[config.mk]
export PLATFORM = sky130hd
export DESIGN_NAME = tck7_udp_beacon_gen_flat
export DESIGN_NICKNAME = d
export VERILOG_FILES = /design/src/rtl/tck7_udp_beacon_gen_if.sv /design/src/rtl/tck7_udp_beacon_gen.sv /design/src/flat_wrapper.sv
export SDC_FILE = /design/constraint.sdc
export NUM_CORES = 1
export LEC_CHECK = 0
export BUFFER_PORTS_ARGS = -buffer_cell sky130_fd_sc_hd__buf_2
export CAP_MARGIN = 5
export CORE_AREA = 4 4 152 154
export DETAILED_ROUTE_END_ITERATION = 7
export DIE_AREA = 0 0 156 158
export PLACE_DENSITY = 0.85
export SETUP_SLACK_MARGIN = 0.4
export SYNTH_ARGS = -nofsm -noshare
export SYNTH_HDL_FRONTEND = slang
export SYNTH_SLANG_ARGS = --single-unit
[constraint.sdc]
create_clock -name clk -period 14.5 [get_ports clk]
set_input_delay 2.175 -clock clk [delete_from_list [all_inputs] [get_ports clk]]
set_output_delay 2.175 -clock clk [all_outputs]
set_load 0.01 [all_outputs]
[src/rtl/tck7_udp_beacon_gen_if.sv]
// rtl/tck7_udp_beacon_gen_if.sv - GMII transmit bundle driven by the UDP beacon generator
interface tck7_udp_beacon_gen_if;
  logic       gmii_tx_en;
  logic       gmii_tx_er;
  logic [7:0] gmii_txd;

  modport master (output gmii_tx_en, gmii_tx_er, gmii_txd);
  modport slave  (input  gmii_tx_en, gmii_tx_er, gmii_txd);
endinterface

[src/rtl/tck7_udp_beacon_gen.sv]
// rtl/tck7_udp_beacon_gen.sv - periodic/triggered IPv4 UDP broadcast beacon built on the fly onto GMII
module tck7_udp_beacon_gen #(
  parameter int          PKT_DELAY_LIM = 125_000_000,
  parameter int          PAYLOAD_LEN   = 32,
  parameter int          IFG_CYCLES    = 12,
  parameter logic [47:0] SRC_MAC       = 48'h00_22_33_44_12_34,
  parameter logic [15:0] SRC_PORT      = 16'hBE9E,
  parameter logic [15:0] DST_PORT      = 16'h3039
) (
  input  logic                         clk,
  input  logic                         reset,
  input  logic                         enable,
  input  logic                         trigger,
  input  logic [31:0]                  src_ip,
  output logic                         busy,
  output logic [31:0]                  pkt_cnt,
  tck7_udp_beacon_gen_if.master        gmii
);

  localparam logic [31:0] TIMER_LAST = 32'(PKT_DELAY_LIM - 1);
  localparam logic [15:0] PAY_LAST   = 16'(PAYLOAD_LEN - 1);
  localparam logic [15:0] IFG_LAST   = 16'(IFG_CYCLES - 1);
  localparam logic [15:0] IP_LEN     = 16'(28 + PAYLOAD_LEN);
  localparam logic [15:0] UDP_LEN    = 16'(8 + PAYLOAD_LEN);

  typedef enum logic [2:0] {S_IDLE, S_PRE, S_HDR, S_PAY, S_FCS, S_IFG} state_t;

  state_t      state_q, state_d;
  logic [15:0] cnt_q, cnt_d;
  logic [31:0] timer_q, timer_d;
  logic        pend_q, pend_d;
  logic [31:0] seq_q, seq_d;
  logic [31:0] ip_q, ip_d;
  logic [15:0] csum_q, csum_d;
  logic [31:0] crc_q, crc_d;
  logic [31:0] pkt_cnt_q, pkt_cnt_d;
  logic        tx_en_q, tx_en_d;
  logic [7:0]  txd_q, txd_d;
  logic        busy_q, busy_d;

  logic        start, go;
  logic [7:0]  byte_w, hdr_b, pay_b, fcs_b;
  logic [19:0] sum_w;
  logic [16:0] fold1_w;
  logic [15:0] fold2_w;
  logic [31:0] fcs_w;

  // Reflected IEEE 802.3 CRC-32, one byte per call
  function automatic logic [31:0] crc_byte(input logic [31:0] c, input logic [7:0] d);
    logic [31:0] r;
    r = c ^ {24'd0, d};
    for (int i = 0; i < 8; i++) begin
      r = r[0] ? ((r >> 1) ^ 32'hEDB8_8320) : (r >> 1);
    end
    return r;
  endfunction

  // Nine fixed/latched header words; the checksum word itself counts as zero
  always_comb begin
    sum_w   = 20'h04500 + 20'(IP_LEN) + 20'(seq_q[15:0]) + 20'h04000 + 20'h04011
            + 20'(ip_q[31:16]) + 20'(ip_q[15:0]) + 20'h1FFFE;
    fold1_w = 17'(sum_w[15:0]) + 17'(sum_w[19:16]);
    fold2_w = fold1_w[15:0] + 16'(fold1_w[16]);
  end

  always_comb begin
    hdr_b = 8'h00;
    case (cnt_q[5:0])
      6'd0, 6'd1, 6'd2, 6'd3, 6'd4, 6'd5: hdr_b = 8'hFF;
      6'd6:  hdr_b = SRC_MAC[47:40];
      6'd7:  hdr_b = SRC_MAC[39:32];
      6'd8:  hdr_b = SRC_MAC[31:24];
      6'd9:  hdr_b = SRC_MAC[23:16];
      6'd10: hdr_b = SRC_MAC[15:8];
      6'd11: hdr_b = SRC_MAC[7:0];
      6'd12: hdr_b = 8'h08;
      6'd14: hdr_b = 8'h45;
      6'd16: hdr_b = IP_LEN[15:8];
      6'd17: hdr_b = IP_LEN[7:0];
      6'd18: hdr_b = seq_q[15:8];
      6'd19: hdr_b = seq_q[7:0];
      6'd20: hdr_b = 8'h40;
      6'd22: hdr_b = 8'h40;
      6'd23: hdr_b = 8'h11;
      6'd24: hdr_b = csum_q[15:8];
      6'd25: hdr_b = csum_q[7:0];
      6'd26: hdr_b = ip_q[31:24];
      6'd27: hdr_b = ip_q[23:16];
      6'd28: hdr_b = ip_q[15:8];
      6'd29: hdr_b = ip_q[7:0];
      6'd30, 6'd31, 6'd32, 6'd33: hdr_b = 8'hFF;
      6'd34: hdr_b = SRC_PORT[15:8];
      6'd35: hdr_b = SRC_PORT[7:0];
      6'd36: hdr_b = DST_PORT[15:8];
      6'd37: hdr_b = DST_PORT[7:0];
      6'd38: hdr_b = UDP_LEN[15:8];
      6'd39: hdr_b = UDP_LEN[7:0];
      default: hdr_b = 8'h00;
    endcase
  end

  always_comb begin
    pay_b = cnt_q[7:0];
    case (cnt_q)
      16'd0:   pay_b = seq_q[31:24];
      16'd1:   pay_b = seq_q[23:16];
      16'd2:   pay_b = seq_q[15:8];
      16'd3:   pay_b = seq_q[7:0];
      default: pay_b = cnt_q[7:0];
    endcase
    fcs_w = ~crc_q;
    case (cnt_q[1:0])
      2'd0:    fcs_b = fcs_w[7:0];
      2'd1:    fcs_b = fcs_w[15:8];
      2'd2:    fcs_b = fcs_w[23:16];
      default: fcs_b = fcs_w[31:24];
    endcase
  end

  always_comb begin
    state_d   = state_q;
    cnt_d     = cnt_q + 16'd1;
    pend_d    = pend_q;
    seq_d     = seq_q;
    ip_d      = ip_q;
    csum_d    = csum_q;
    crc_d     = crc_q;
    pkt_cnt_d = pkt_cnt_q;
    tx_en_d   = 1'b0;
    byte_w    = 8'h00;
    go        = 1'b0;
    timer_d   = (!enable || timer_q == TIMER_LAST) ? 32'd0 : timer_q + 32'd1;
    start     = enable & ((timer_q == TIMER_LAST) | trigger);

    case (state_q)
      S_IDLE: begin
        cnt_d = 16'd0;
        go    = start | pend_q;
      end
      S_PRE: begin
        tx_en_d = 1'b1;
        byte_w  = (cnt_q == 16'd7) ? 8'hD5 : 8'h55;
        csum_d  = ~fold2_w;
        crc_d   = 32'hFFFF_FFFF;
        if (cnt_q == 16'd7) begin
          state_d = S_HDR;
          cnt_d   = 16'd0;
        end
      end
      S_HDR: begin
        tx_en_d = 1'b1;
        byte_w  = hdr_b;
        crc_d   = crc_byte(crc_q, hdr_b);
        if (cnt_q == 16'd41) begin
          state_d = S_PAY;
          cnt_d   = 16'd0;
        end
      end
      S_PAY: begin
        tx_en_d = 1'b1;
        byte_w  = pay_b;
        crc_d   = crc_byte(crc_q, pay_b);
        if (cnt_q == PAY_LAST) begin
          state_d = S_FCS;
          cnt_d   = 16'd0;
        end
      end
      S_FCS: begin
        tx_en_d = 1'b1;
        byte_w  = fcs_b;
        if (cnt_q == 16'd3) begin
          state_d   = S_IFG;
          cnt_d     = 16'd0;
          pkt_cnt_d = pkt_cnt_q + 32'd1;
        end
      end
      S_IFG: begin
        if (cnt_q == IFG_LAST) begin
          if (pend_q || start) go = 1'b1;
          else state_d = S_IDLE;
        end
      end
      default: state_d = S_IDLE;
    endcase

    // A start that cannot be served right now is remembered once; extra ones are lost
    if (start && !go) pend_d = 1'b1;
    if (go) begin
      state_d = S_PRE;
      cnt_d   = 16'd0;
      pend_d  = 1'b0;
      seq_d   = pkt_cnt_q;
      ip_d    = src_ip;
    end
    busy_d = (state_d != S_IDLE);
    txd_d  = tx_en_d ? byte_w : 8'h00;
  end

  always_ff @(posedge clk or posedge reset) begin
    if (reset) begin
      state_q   <= S_IDLE;
      cnt_q     <= '0;
      timer_q   <= '0;
      pend_q    <= 1'b0;
      seq_q     <= '0;
      ip_q      <= '0;
      csum_q    <= '0;
      crc_q     <= '1;
      pkt_cnt_q <= '0;
      tx_en_q   <= 1'b0;
      txd_q     <= '0;
      busy_q    <= 1'b0;
    end else begin
      state_q   <= state_d;
      cnt_q     <= cnt_d;
      timer_q   <= timer_d;
      pend_q    <= pend_d;
      seq_q     <= seq_d;
      ip_q      <= ip_d;
      csum_q    <= csum_d;
      crc_q     <= crc_d;
      pkt_cnt_q <= pkt_cnt_d;
      tx_en_q   <= tx_en_d;
      txd_q     <= txd_d;
      busy_q    <= busy_d;
    end
  end

  assign gmii.gmii_tx_en = tx_en_q;
  assign gmii.gmii_tx_er = 1'b0;
  assign gmii.gmii_txd   = txd_q;
  assign busy            = busy_q;
  assign pkt_cnt         = pkt_cnt_q;

endmodule

[src/flat_wrapper.sv]
// flat-port wrapper written by rule: the top's interface ports become plain ports
module tck7_udp_beacon_gen_flat 
#(
  parameter int          PKT_DELAY_LIM = 125_000_000,
  parameter int          PAYLOAD_LEN   = 32,
  parameter int          IFG_CYCLES    = 12,
  parameter logic [47:0] SRC_MAC       = 48'h00_22_33_44_12_34,
  parameter logic [15:0] SRC_PORT      = 16'hBE9E,
  parameter logic [15:0] DST_PORT      = 16'h3039
)
  (clk, reset, enable, trigger, src_ip, busy, pkt_cnt, gmii_gmii_tx_en, gmii_gmii_tx_er, gmii_gmii_txd);
  tck7_udp_beacon_gen_if gmii_i ();
  input  logic clk;
  input  logic reset;
  input  logic enable;
  input  logic trigger;
  input  logic [31:0] src_ip;
  output logic busy;
  output logic [31:0] pkt_cnt;
  output wire logic [$bits(gmii_i.gmii_tx_en)-1:0] gmii_gmii_tx_en;
  output wire logic [$bits(gmii_i.gmii_tx_er)-1:0] gmii_gmii_tx_er;
  output wire logic [$bits(gmii_i.gmii_txd)-1:0] gmii_gmii_txd;
  assign gmii_gmii_tx_en = gmii_i.gmii_tx_en;
  assign gmii_gmii_tx_er = gmii_i.gmii_tx_er;
  assign gmii_gmii_txd = gmii_i.gmii_txd;
  tck7_udp_beacon_gen #(.PKT_DELAY_LIM(PKT_DELAY_LIM), .PAYLOAD_LEN(PAYLOAD_LEN), .IFG_CYCLES(IFG_CYCLES), .SRC_MAC(SRC_MAC), .SRC_PORT(SRC_PORT), .DST_PORT(DST_PORT)) u_core (.clk(clk), .reset(reset), .enable(enable), .trigger(trigger), .src_ip(src_ip), .busy(busy), .pkt_cnt(pkt_cnt), .gmii(gmii_i));
endmodule
Yosys cells after proc, flatten, opt, wreduce, memory -nomap -nowiden
Index checks and enable logic that the tools add are counted.
- register bits: 206
- bits in latches: 0
- RAM bits: 0
- ROM bits: 0
- input bits: 36
- output and inout bits: 43
- logic and storage cells: 154
- memories: 0
- add/sub/neg operators: 11
- $mul: 0
- div/mod/pow operators: 0
- order comparisons: 0
- eq/ne operators: 48
- shifts and indexed selects: 0
- multiplexer cells: 44
- bitwise operators: 23
- reduce and logical (&&, ||, !) cells: 16
- operator list (operator ; count):
    $mux W32 ; 17
    $not A13 Y14 ; 16
    $pmux W8 S24 ; 1
    $pmux W32 S3 ; 1
    $eq A6 B5 Y1 const B ; 14
    $mux W16 ; 5
    $pmux W16 S5 ; 1
    $add A32 B1 Y32 const B ; 2
    $pmux W8 S4 ; 2
    $xor A32 B8 Y32 ; 2
    $eq A6 B6 Y1 const B ; 7
    $add A20 B15 Y20 const B ; 2
    $add A20 B16 Y20 ; 2
    $eq A6 B4 Y1 const B ; 6
    $eq A16 B2 Y1 const B ; 2
    $eq A32 B27 Y1 const B ; 1
    $not A32 Y32 ; 1
    $pmux W8 S3 ; 1
    $mux W3 ; 7
    $add A20 B17 Y20 const B ; 1
    $eq A6 B3 Y1 const B ; 3
    $pmux W3 S6 ; 1
    $add A15 B16 Y17 const A ; 1
    $add A16 B4 Y17 ; 1
    33 further kinds ; 45

Depth between registers and ports, before layout
Gate-level depths: netlist (run 1).
- depth in word-level cells: 21
- gate-level depth with buffers: 35
- depth with buffers taken out: 35

Least setup slack after synthesis (run 1)
OpenSTA, ideal clock, no wires.
- path kind: reg-to-reg
- start point: reg u_core.seq_q[2]
- end point: reg u_core.csum_q[15]
- arrival: 7.029 ns
- slack: 7.340 ns
- stages on the path, launching flop included: 36
- path buffers: 1
- period minus slack after synthesis: 7.160 ns
- cell sequence: dfrtp_1 -> inv_1 -> ha_1 -> nand2_1 -> and3_1 -> o21a_1 -> xnor2_1 -> fa_1 -> ha_1 -> ha_1 -> clkbuf_1 -> a21o_1 -> a21o_1 -> a31o_2 -> a21oi_1 -> o21ai_0 -> a21oi_1 -> o21bai_1 -> xnor2_1 -> inv_1 -> fa_1 -> inv_1 -> a21oi_1 -> or2_2 -> nor4_1 -> nand3_1 -> nor2_1 -> ha_1 -> nor2b_1 -> nand2_1 -> nor2_1 -> nand4_1 -> a311o_1 -> a221o_1 -> o2111ai_1 -> or3b_1
- longest elaborated chain between the ends: 9
- ends and longest elaborated chain (item ; line ; RTL):
    start: declaration ; tck7_udp_beacon_gen.sv:32 ; logic [31:0] seq_q, seq_d;
    start signal: assignment ; tck7_udp_beacon_gen.sv:218 ; seq_q <= seq_d;
    $add A15 B16 Y17 ; tck7_udp_beacon_gen.sv:60 ; sum_w = 20'h04500 + 20'(IP_LEN) + 20'(seq_q[15:0]) + 20'h04000 + 20'h04011
    $add A20 B15 Y20 (2 in series) ; tck7_udp_beacon_gen.sv:60 ;
    $add A20 B16 Y20 (2 in series) ; tck7_udp_beacon_gen.sv:61 ; + 20'(ip_q[31:16]) + 20'(ip_q[15:0]) + 20'h1FFFE;
    $add A20 B17 Y20 ; tck7_udp_beacon_gen.sv:61 ;
    $add A16 B4 Y17 ; tck7_udp_beacon_gen.sv:62 ; fold1_w = 17'(sum_w[15:0]) + 17'(sum_w[19:16]);
    $add A16 B1 Y16 ; tck7_udp_beacon_gen.sv:63 ; fold2_w = fold1_w[15:0] + 16'(fold1_w[16]);
    $not A16 Y16 ; tck7_udp_beacon_gen.sv:143 ; csum_d = ~fold2_w;
    end signal: assignment ; tck7_udp_beacon_gen.sv:220 ; csum_q <= csum_d;
    end: declaration ; tck7_udp_beacon_gen.sv:34 ; logic [15:0] csum_q, csum_d;
Every way passes these cells.
A chain may end at the register's enable or synchronous reset.

Final worst setup path (run 1)
Same ends and word-level chain as after synthesis.

==> metrics.log, run 1 <==
INFO  metric post_detailed_placement_half_perimeter_wirelength = 26.8 mm
INFO  metric dr_iter_0_viols = 1446
INFO  metric worst_r2r_endpoint = u_core.csum_q[15]$_DFFE_PP0P_
INFO  metric async_reset_ff_share = 100%
INFO  metric synth_cell_types = 87
INFO  metric max_freq = 125 MHz
INFO  metric postSynthRegisterBits = 206
INFO  metric vias_per_cell = 6.55
INFO  metric ioPinCount = 79
INFO  metric die_width = 156 um
INFO  metric tritoncts = yes
INFO  metric hold_path_class = flip-flop to flip-flop
INFO  metric timing.clock.skew = 0.0255 ns
INFO  metric finish.net_count = 1600
INFO  metric total_leakage_power = 6.83 nW
INFO  metric final_cell_count_no_fill = 1796
INFO  metric fill_cells = 1663
INFO  metric report.final.slew_viol_count = 0
INFO  metric power_density = 76.9 nW/um2
INFO  metric antenna_cells_inserted = 0
INFO  metric number_of_buffers_inserted_by_hold_repair_at_cts = 0
INFO  metric status = completed
INFO  metric cp_num_buf_inv = 3
INFO  metric largest_incremental_delay_on_the_critical_path = 0.47 ns
INFO  metric synth_top_cells_by_count = sky130_fd_sc_hd__dfrtp_1, sky130_fd_sc_hd__nor2_1, sky130_fd_sc_hd__xnor2_1
INFO  metric tns = 0 ns
INFO  metric final.setup.worst_slack = 6.51 ns
INFO  metric tritoncts.num_buffers = 23
INFO  metric cts_root_buffer = sky130_fd_sc_hd__clkbuf_16
INFO  metric ant_nets = 0
INFO  metric pre_cts_ws = 6.64 ns
INFO  metric drive_above_1_share = 16.2%
INFO  metric critPathMaxFanout = 10
INFO  metric synthesis.nets = 1563
INFO  metric grt_setup_unrepaired = no
INFO  metric global_route.usage.total = 30.4%
INFO  metric number_of_antenna_violations_at_the_first_check_in_global_routing = 0
INFO  metric worst_slew_pin_slew = 1.09 ns
INFO  metric worst_ir_drop_vdd = 92.0 uV
INFO  metric r2r-start = u_core.seq_q[2]$_DFFE_PP0P_
INFO  metric worst_skew_pair.late_latency = 0.52 ns
INFO  metric final-setup-viol-count = 0
INFO  metric holdWs = 0.486 ns
INFO  metric timing.critical_path.from = u_core.seq_q[2]$_DFFE_PP0P_
INFO  metric globalRouteOverflowTotal = 0
INFO  metric placement.io_buffers = 77
INFO  metric vias = 11.8k
INFO  metric resized_cells_post_cts = 0
INFO  metric synth_flop_cell = sky130_fd_sc_hd__dfrtp_1
INFO  metric critPathSlowestCell = sky130_fd_sc_hd__dfrtp_1
INFO  metric report.final.hold_viol_count = 0
INFO  metric place_inst = 1755
INFO  metric floorplan.die_area = 24600 um2
INFO  metric worst_path_dominant_cell_family = compound AO/OA/AOI/OAI gates
INFO  metric placeableCoreArea = 21700 um2
INFO  metric number_of_enable_flip_flop_cells_after_synthesis = 0
INFO  metric seq_area_frac_synth = 37.0%
INFO  metric timing.max_cap.violations = 0
INFO  metric syn_to_final_growth = 8.93%
INFO  metric cts.sink_count = 206
INFO  metric register_area = 5190 um2
INFO  metric postRouteWirelength = 37.6 mm
INFO  metric cp-start-kind = flip-flop
INFO  metric slew-limit-headroom = 27.5%
INFO  metric avgSynthCellArea = 9.59 um2
INFO  metric critical_path_sink_type = flip-flop
INFO  metric hold_path.startpoint = u_core.csum_q[9]$_DFFE_PP0P_
INFO  metric synth.area.top_cells = sky130_fd_sc_hd__dfrtp_1, sky130_fd_sc_hd__xnor2_1, sky130_fd_sc_hd__dfstp_2
INFO  metric die-height = 158 um
INFO  metric number_of_standard_cell_rows_in_the_floorplan = 54
INFO  metric finalWorstPathRequiredPeriod = 7.99 ns
INFO  metric remaining_drc_errors = 0
INFO  metric effective_utilization_at_floorplan = 64.7%
INFO  metric number_of_warning_messages_in_the_yosys_log = 0
INFO  metric timing.critical_path.to = u_core.csum_q[15]$_DFFE_PP0P_
INFO  metric grt_max_degree = 122
INFO  metric routabilityCongestion = 1.01
INFO  metric yosys.cell_count.top_type = sky130_fd_sc_hd__dfrtp_1
INFO  metric critPathRequiredTime = 14.89 ns
INFO  metric reg2reg_slack = 6.51 ns
INFO  metric cp.depth = 34
INFO  metric route.detailed.wl_per_inst = 21.0 um
INFO  metric via_count_of_the_first_global_routing_pass = 11.2k
INFO  metric reg2regPathDepth = 34
INFO  metric detailedRoute.firstPassIterationCount = 6
INFO  metric yosysTopAreaCellShare = 31.0%
INFO  metric cts_setup_buffers = 0
INFO  metric synth.cell_area = 14000 um2
INFO  metric layout_worst_path_cycle_share = 55.1%
INFO  metric path_class = flip-flop to flip-flop
INFO  metric crit_top_cell = sky130_fd_sc_hd__ha_1
INFO  metric multi_input_logic_area = 8330 um2
INFO  metric clock_input_transition_at_the_sequential_cells_of_the_worst_setup_and_hold_paths = 0.06 ns
INFO  metric synth_largest_area_cell = sky130_fd_sc_hd__dfrtp_1
INFO  metric postSynthCellCount = 1463
INFO  metric first_pass_grt_wire_length = 60.3 mm
INFO  metric ctsLongestPathBuffers = 3
INFO  metric number_of_h_tree_levels = 1
INFO  metric critPathArrivalTime = 8.38 ns
worst min path at each step:
stage	slack [ns]	to	depth (start not counted)
floorplan	0.44	u_core.csum_q[9]$_DFFE_PP0P_	2
global placement	0.45	u_core.csum_q[9]$_DFFE_PP0P_	2
detailed placement	0.46	u_core.csum_q[9]$_DFFE_PP0P_	2
CTS	0.48	u_core.csum_q[9]$_DFFE_PP0P_	2
global route	0.51	u_core.csum_q[9]$_DFFE_PP0P_	2
finish	0.49	u_core.csum_q[9]$_DFFE_PP0P_	2
area by class of cell:
| cell class | count | area share (%) |
|---|---|---|
| tap | 280 | 2.29 |
| clock inverter | 8 | 0.508 |
| clock buffer | 33 | 4.41 |
| sequential | 206 | 34.0 |
| inverter | 55 | 1.40 |
| multi-input combinational | 1130 | 54.5 |
| timing repair buffer | 84 | 2.87 |
placed cells by master (no fill, tap or decap), drive strengths merged, types with 32 or more instances in the layout:
cell type	Yosys	layout
ha	46	46
o21ai	41	41
clkbuf	45	33
xnor2	129	129
dfrtp	174	174
buf	27	84
mux2	63	63
nand3	78	78
dfstp	32	32
nor2	141	141
nand4	33	33
xor2	81	81
inv	55	56
a21oi	53	53
nand2	106	106
state kept, by name, indices dropped and copies added (netlist names):
signal,count
u_core.crc_q,32
u_core.ip_q,32
u_core.pkt_cnt,32
u_core.seq_q,32
u_core.timer_q,32
u_core.cnt_q,16
u_core.csum_q,16
u_core.gmii.gmii_txd,8
u_core.state_q,3
u_core.busy,1
u_core.gmii.gmii_tx_en,1
u_core.pend_q,1
layer usage:
layer  track usage [%]  vias to the layer above  share of wire (%)
met1              43.3                     5703                 42
met3              5.11                      108                9.2
met5                 0                        -                  0
li1                  -                     5305                  -
met4              8.38                        0                3.5
met2              48.7                      649                 46
where the power goes:
group	leakage, nW	internal [W]	switching (W)
logic	3.78	0.00000435	0.0000143
clock network	0.366	0.000341	0.000239
registers	2.69	0.000576	0.000000616
tightest hold or removal path, stage by stage (launching register included):
cell and delay (ns):
sky130_fd_sc_hd__dfrtp_1 0.35, sky130_fd_sc_hd__nand2_1 0.05, sky130_fd_sc_hd__nand2_1 0.05
stage by stage:
| step | utilization (%) | area (um2) | power [W] |
|---|---|---|---|
| 6_report | 70.4 | 15300 | 0.00117 |
| 5_1_grt | 70.4 | 15300 | 0.00121 |
| 4_1_cts | 70.4 | 15300 | 0.00118 |
| 3_5_place_dp | 67.0 | 14500 | 0.000606 |
| 3_3_place_gp | 67.0 | 14500 | 0.000606 |
| 2_1_floorplan | - | 14000 | 0.000598 |
kinds of logic (layout without fill, tap and decap cells):
| group | count (synthesis) | count (layout) | share of synthesized area [%] |
|---|---|---|---|
| XOR/XNOR | 224 | 224 | 15.8 |
| adder cells (fa/ha/maj) | 64 | 64 | 6.67 |
| buffers and inverters | 127 | 180 | 3.62 |
| multiplexers | 73 | 73 | 5.77 |
| flip-flops | 206 | 206 | 37.0 |
| other | 1 | 1 | 0.0267 |
| AO/OA/AOI/OAI | 258 | 258 | 12.8 |
| AND/OR/NAND/NOR | 510 | 510 | 18.4 |
No activity file was read; power rests on OpenSTA's default activity.
==> run 2, diff against run 1 <==
CORE_AREA = 4 4 155 157   (was 4 4 152 154)
DIE_AREA = 0 0 159 161   (was 0 0 156 158)
PLACE_DENSITY = 0.82   (was 0.85)
clock period = 7.6 ns   (was 14.5 ns; I/O delays follow)
==> run 2 against run 1 <==
  * Sequential cell count stayed put
  * Power is 91% higher
  * Hold slack worse by 0.0041 ns
  * First-iteration DRC count is 4.9% lower
  * Combinational power is 97% higher
  * Sequential power is 91% higher
  * Clock power is 91% higher
  * Register-to-register slack worse by 5.9 ns
  * Final cell count is 1.2% higher
  * Setup slack worse by 5.9 ns
  * Cell area is 2.2% higher
  * Non-clock buffer count is 17 higher
  * Critical path type unchanged
  * Largest cell class unchanged
  * Highest routed layer unchanged
==> metrics.log, run 2 (synthesis gave the netlist of run 1 again) <==
INFO  metric number_of_h_tree_levels = 1
INFO  metric clock_input_transition_at_the_sequential_cells_of_the_worst_setup_and_hold_paths = 0.06 ns
INFO  metric post_detailed_placement_half_perimeter_wirelength = 27.0 mm
INFO  metric routabilityCongestion = 0.972
INFO  metric tritoncts.num_buffers = 22
INFO  metric effective_utilization_at_floorplan = 62.3%
INFO  metric timing.clock.skew = 0.0121 ns
INFO  metric grt_max_degree = 131
INFO  metric critPathMaxFanout = 3
INFO  metric number_of_standard_cell_rows_in_the_floorplan = 55
INFO  metric placement.io_buffers = 77
INFO  metric globalRouteOverflowTotal = 0
INFO  metric total_leakage_power = 6.91 nW
INFO  metric ioPinCount = 79
INFO  metric floorplan.die_area = 25600 um2
INFO  metric worst_ir_drop_vdd = 190 uV
INFO  metric finish.net_count = 1616
INFO  metric via_count_of_the_first_global_routing_pass = 11.3k
INFO  metric critPathArrivalTime = 7.41 ns
INFO  metric path_class = flip-flop to flip-flop
INFO  metric ctsLongestPathBuffers = 3
INFO  metric placeableCoreArea = 22500 um2
INFO  metric die-height = 161 um
INFO  metric tritoncts = yes
INFO  metric hold_path_class = flip-flop to flip-flop
INFO  metric final.setup.worst_slack = 0.574 ns
INFO  metric pre_cts_ws = 0.0684 ns
INFO  metric finalWorstPathRequiredPeriod = 7.03 ns
INFO  metric final-setup-viol-count = 0
INFO  metric largest_incremental_delay_on_the_critical_path = 0.45 ns
INFO  metric syn_to_final_growth = 11.3%
INFO  metric vias = 11.8k
INFO  metric fill_cells = 1685
INFO  metric cts.sink_count = 206
INFO  metric critPathRequiredTime = 7.98 ns
INFO  metric holdWs = 0.482 ns
INFO  metric fin_util = 69.4%
INFO  metric critical_path_sink_type = flip-flop
INFO  metric number_of_buffers_inserted_by_hold_repair_at_cts = 0
INFO  metric drive_above_1_share = 19.2%
INFO  metric report.final.slew_viol_count = 0
INFO  metric global_route.usage.total = 28.7%
INFO  metric tns = 0 ns
INFO  metric layout_worst_path_cycle_share = 92.4%
INFO  metric antenna_cells_inserted = 0
INFO  metric timing.max_cap.violations = 0
INFO  metric report.final.hold_viol_count = 0
INFO  metric worst_slew_pin_slew = 1.00 ns
INFO  metric ant_nets = 0
INFO  metric power_density = 144 nW/um2
INFO  metric postRouteWirelength = 37.6 mm
INFO  metric layout_common_cells = sky130_fd_sc_hd__dfrtp_1, sky130_fd_sc_hd__nor2_1, sky130_fd_sc_hd__xnor2_1
INFO  metric dr_iter_0_viols = 1375
INFO  metric worst_skew_pair.late_latency = 0.51 ns
INFO  metric cp-start-kind = flip-flop
INFO  metric route.detailed.wl_per_inst = 20.7 um
INFO  metric critPathSlowestCell = sky130_fd_sc_hd__fa_1
INFO  metric max_freq = 142 MHz
INFO  metric remaining_drc_errors = 0
INFO  metric status = completed
INFO  metric detailedRoute.firstPassIterationCount = 5
INFO  metric number_of_antenna_violations_at_the_first_check_in_global_routing = 0
INFO  metric first_pass_grt_wire_length = 60.4 mm
INFO  metric grt_setup_unrepaired = no
INFO  metric layout_commonest_cell = sky130_fd_sc_hd__dfrtp_1
INFO  metric die_width = 159 um
INFO  metric cts_root_buffer = sky130_fd_sc_hd__clkbuf_16
INFO  metric vias_per_cell = 6.47
INFO  metric slew-limit-headroom = 32.9%
[run 2: worst max-delay path: cells and delay by family (launching register included)]
family / cells / cell delay, ns
adder cells (fa/ha/maj): 6 / 1.79
AO/OA/AOI/OAI: 12 / 2.28
flip-flops: 1 / 0.38
buffers and inverters: 3 / 0.21
XOR/XNOR: 2 / 0.34
AND/OR/NAND/NOR: 11 / 1.87
[run 2: what timing repair did]
item / 4_1_cts / 5_1_grt
endpoints found under the setup margin: 2 / 5
pin swaps: 2 / 11
resized for setup: 9 / 35
setup buffers: 1 / 6
[run 2: layer usage]
| layer | wire length [um] | part of all wire, % | GRT usage (%) |
|---|---|---|---|
| met1 | 15800 | 42 | 40.8 |
| met2 | 17400 | 46 | 45.8 |
| met3 | 2990 | 7.9 | 4.26 |
| met4 | 1450 | 3.8 | 9.11 |
| met5 | 0 | 0 | 0 |
[run 2: area by class of cell]
cell class	instances	area, um2	area share (%)
multi-input cells	1130	8520	54.6
flip-flops and latches	206	5200	33.3
clock buffers	30	642	4.11
repair buffers	101	566	3.62
well taps	285	357	2.28
inverters	55	214	1.37
clock inverters	10	110	0.705
[run 2: path summary, 6_finish.rpt]
check	from	endpoint	slack, ns	cells past startpoint
min in group asynchronous	reset	u_core.timer_q[3]$_DFF_PP0_	0.78	2
setup / recovery	u_core.seq_q[3]$_DFFE_PP0P_	u_core.csum_q[15]$_DFFE_PP0P_	0.57	34
max in group asynchronous	reset	u_core.cnt_q[10]$_DFF_PP0_	5.20	3
hold reg to reg	u_core.csum_q[9]$_DFFE_PP0P_	u_core.csum_q[9]$_DFFE_PP0P_	0.48	2
hold / removal	u_core.csum_q[9]$_DFFE_PP0P_	u_core.csum_q[9]$_DFFE_PP0P_	0.48	2
setup reg to reg	u_core.seq_q[3]$_DFFE_PP0P_	u_core.csum_q[15]$_DFFE_PP0P_	0.57	34
[run 2: stage by stage]
| stage | total power (W) | std cells | cell area [um2] |
|---|---|---|---|
| CTS | 0.00225 | 1811 | 15400 |
| floorplan | 0.00114 | 1463 | 14000 |
| global route | 0.00231 | 1817 | 15600 |
| finish | 0.00224 | 1817 | 15600 |
| detailed placement | 0.00116 | 1770 | 14600 |
| global placement | 0.00116 | 1770 | 14600 |
[run 2: where the power goes]
| part | leakage, nW | switching (W) | internal [W] | total [W] |
|---|---|---|---|---|
| Sequential | 2.69 | 0.00000114 | 0.00110 | 0.00110 |
| Clock | 0.360 | 0.000446 | 0.000661 | 0.00111 |
| Combinational | 3.86 | 0.0000283 | 0.00000834 | 0.0000366 |
==> run 3, diff against run 2 <==
ABC_AREA = 1   (was not set)
CORE_AREA = 4 4 163 165   (was 4 4 155 157)
DIE_AREA = 0 0 167 169   (was 0 0 159 161)
PLACE_DENSITY = 0.81   (was 0.82)
==> run 3 against run 2 <==
  * Utilization increased by 0.16 points
  * Cell area increased by 12%
  * Die area increased by 10%
  * Hold slack improved by 0.0057 ns
  * Via count increased by 39%
  * Routed wire length increased by 36%
  * Clock power increased by 6%
  * Sequential power increased by 34%
  * Register-to-register slack improved by 0.03 ns
  * Largest cell class unchanged
  * Largest power group is now combinational cells
  * Highest routed layer unchanged
==> metrics.log, run 3 <==
INFO  metric status = completed
INFO  metric effective_utilization_at_floorplan = 62.1%
INFO  metric critical_path_sink_type = flip-flop
INFO  metric ctsLongestPathBuffers = 3
INFO  metric cts_root_buffer = sky130_fd_sc_hd__clkbuf_16
INFO  metric wl_met1 = 21.0 mm
INFO  metric postRouteWirelength = 51.1 mm
INFO  metric slew-limit-headroom = 31.8%
INFO  metric yosys-mux-area-fraction = 0%
INFO  metric global_route.usage.total = 35.3%
INFO  metric ioPinCount = 79
INFO  metric synth_top_cells_by_count = sky130_fd_sc_hd__nand2_1, sky130_fd_sc_hd__nand3_1, sky130_fd_sc_hd__inv_1
INFO  metric die_width = 167 um
INFO  metric yosys.cell_count.top_type = sky130_fd_sc_hd__nand2_1
INFO  metric number_of_standard_cell_rows_in_the_floorplan = 58
INFO  metric number_of_warning_messages_in_the_yosys_log = 0
INFO  metric tns = 0 ns
INFO  metric synth.cell_area = 15500 um2
INFO  metric post_detailed_placement_half_perimeter_wirelength = 37.8 mm
INFO  metric antenna_cells_inserted = 0
INFO  metric cts.sink_count = 206
INFO  metric timing.clock.skew = 0.0164 ns
INFO  metric max_freq = 143 MHz
INFO  metric critPathMaxFanout = 5
INFO  metric synth_xor_xnor_area_share = 4.84%
INFO  metric synth.area.top_cells = sky130_fd_sc_hd__dfrtp_1, sky130_fd_sc_hd__nand2_1, sky130_fd_sc_hd__nand3_1
INFO  metric placement.io_buffers = 77
INFO  metric async_reset_ff_share = 100%
INFO  metric dominant_combinational_cell_family_by_area_after_synthesis = simple AND/OR/NAND/NOR gates
INFO  metric worst_ir_drop_vdd = 231 uV
INFO  metric worst_slew_pin_slew = 1.02 ns
INFO  metric number_of_buffers_inserted_by_hold_repair_at_cts = 0
INFO  metric power_density = 283 nW/um2
INFO  metric routabilityCongestion = 1.01
INFO  metric synth_flop_cell = sky130_fd_sc_hd__dfrtp_1
INFO  metric syn_to_final_growth = 12.0%
INFO  metric hold_path_class = flip-flop to flip-flop
INFO  metric detailroute.wirelength.met2 = 22.6 mm
INFO  metric grt_setup_unrepaired = yes
INFO  metric floorplan.die_area = 28200 um2
INFO  metric postSynthCellCount = 2313
INFO  metric layout_worst_path_cycle_share = 92.1%
INFO  metric route.detailed.wl_per_inst = 18.7 um
INFO  metric drive_above_1_share = 12.6%
INFO  metric remaining_drc_errors = 0
INFO  metric crit_top_cell = sky130_fd_sc_hd__nand2_2
INFO  metric total_leakage_power = 8.87 nW
INFO  metric synth_largest_area_cell = sky130_fd_sc_hd__dfrtp_1
INFO  metric cp-start-kind = flip-flop
INFO  metric tritoncts.num_buffers = 23
INFO  metric critPathSlowestCell = sky130_fd_sc_hd__fa_1
INFO  metric layout_commonest_cell = sky130_fd_sc_hd__nand2_1
INFO  metric clock_input_transition_at_the_sequential_cells_of_the_worst_setup_and_hold_paths = 0.06 ns
INFO  metric critPathArrivalTime = 7.43 ns
INFO  metric synth_cell_types = 57
INFO  metric first_pass_grt_wire_length = 80.5 mm
INFO  metric synth_compound_gate_area_share = 8.93%
INFO  metric ant_nets = 0
INFO  metric report.final.hold_viol_count = 0
INFO  metric worst_skew_pair.late_latency = 0.54 ns
INFO  metric synthesis.nets = 2413
INFO  metric yosys.area_share.simple = 38.7%
INFO  metric number_of_enable_flip_flop_cells_after_synthesis = 0
INFO  metric dr_iter_0_viols = 1788
INFO  metric via_count_of_the_first_global_routing_pass = 15.4k
INFO  metric finalWorstPathRequiredPeriod = 7.00 ns
INFO  metric met3RoutedLength = 5.02 mm
INFO  metric largest_incremental_delay_on_the_critical_path = 0.59 ns
INFO  metric synth-adder-area-share = 6.02%
INFO  metric yosysTopAreaCellShare = 28.0%
INFO  metric top_layer = met4
INFO  metric detailedRoute.firstPassIterationCount = 6
INFO  metric critPathRequiredTime = 8.03 ns
INFO  metric vias_per_cell = 5.97
INFO  metric globalRouteOverflowTotal = 0
INFO  metric avgSynthCellArea = 6.72 um2
INFO  metric report.final.slew_viol_count = 0
INFO  metric finish.net_count = 2489
INFO  metric final-setup-viol-count = 0
INFO  metric die-height = 169 um
INFO  metric tritoncts = yes
INFO  metric seq_area_frac_synth = 33.4%
INFO  metric timing.max_cap.violations = 0
INFO  metric path_class = flip-flop to flip-flop
INFO  metric number_of_h_tree_levels = 1
INFO  metric vias = 16.3k
INFO  metric grt_max_degree = 130
INFO  metric reg2regPathDepth = 40
INFO  metric placeableCoreArea = 25000 um2
INFO  metric hold_depth = 1
INFO  metric p_total = 0.00493 W
INFO  metric number_of_antenna_violations_at_the_first_check_in_global_routing = 0
INFO  metric layout_common_cells = sky130_fd_sc_hd__nand2_1, sky130_fd_sc_hd__nand3_1, sky130_fd_sc_hd__inv_1
INFO  metric postSynthRegisterBits = 206
-- run 3: timing repair --
item / 4_1_cts / 5_1_grt
endpoints found under the hold margin: 0 / 0
resized for setup: 10 / 58
pin swaps: 2 / 24
setup buffers: 2 / 11
setup endpoints to repair: 8 / 12
-- run 3: stage by stage --
step | cells | area, um2 | worst slack (ns) | utilization [%] | hold WS (ns)
after floorplan | 2313 | 15500 | 0.704 | - | 0.433
after global routing | 2736 | 17400 | 0.235 | 69.5 | 0.514
after detailed placement | 2681 | 16200 | 0.0370 | 64.8 | 0.476
after global placement | 2681 | 16200 | 0.242 | 64.8 | 0.446
final | 2736 | 17400 | 0.603 | 69.5 | 0.488
after CTS | 2725 | 17100 | 0.406 | 68.2 | 0.489
-- run 3: logic make-up (layout without fill, tap and decap cells) --
logic type,Yosys count,in the layout
AO/OA/AOI/OAI,246,246
XOR/XNOR,85,85
adder cells (fa/ha/maj),64,64
buffers and inverters,323,416
flip-flops,206,206
other,1,1
AND/OR/NAND/NOR,1388,1388
-- run 3: worst paths after layout --
path                                                      from                        endpoint  slack (ns)
worst max-delay path               u_core.seq_q[3]$_DFFE_PP0P_   u_core.csum_q[13]$_DFFE_PP0P_        0.60
worst min-delay path            u_core.pkt_cnt[20]$_DFFE_PP0P_  u_core.pkt_cnt[20]$_DFFE_PP0P_        0.49
worst max register to register     u_core.seq_q[3]$_DFFE_PP0P_   u_core.csum_q[13]$_DFFE_PP0P_        0.60
worst min register to register  u_core.pkt_cnt[20]$_DFFE_PP0P_  u_core.pkt_cnt[20]$_DFFE_PP0P_        0.49
min in group asynchronous                                reset     u_core.ip_q[19]$_DFFE_PP0P_        0.80
max in group asynchronous                                reset      u_core.cnt_q[11]$_DFF_PP0_        5.25
-- run 3: routing by layer --
layer  vias up  global-route usage, %
met5         -                      0
met4         0                   14.2
met3       188                   6.56
met2       847                   55.0
met1      7638                   49.0
li1       7651                      -
-- run 3: critical path, delay by kind of cell (launching register included) --
family	cells	cell delay [ns]
DFF	1	0.42
AOI/OAI and AO/OA	4	0.56
xor gates and xnor gates	2	0.26
and+or+nand+nor	26	3.73
adders and majority gates	6	1.80
buffers and inverters	2	0.10
-- run 3: final cells by class --
| cell class | count | area, um2 |
|---|---|---|
| clock buffer | 30 | 632 |
| fill | 2149 | 7630 |
| tap | 330 | 413 |
| timing repair buffer | 100 | 558 |
| sequential | 206 | 5200 |
| multi-input combinational | 1784 | 9420 |
| clock inverter | 12 | 155 |
| inverter | 274 | 1040 |
-- run 3: power by group --
part	switching (W)	internal [W]	total, W
registers	0.000165	0.00130	0.00147
logic	0.00156	0.000727	0.00228
clock network	0.000486	0.000693	0.00118
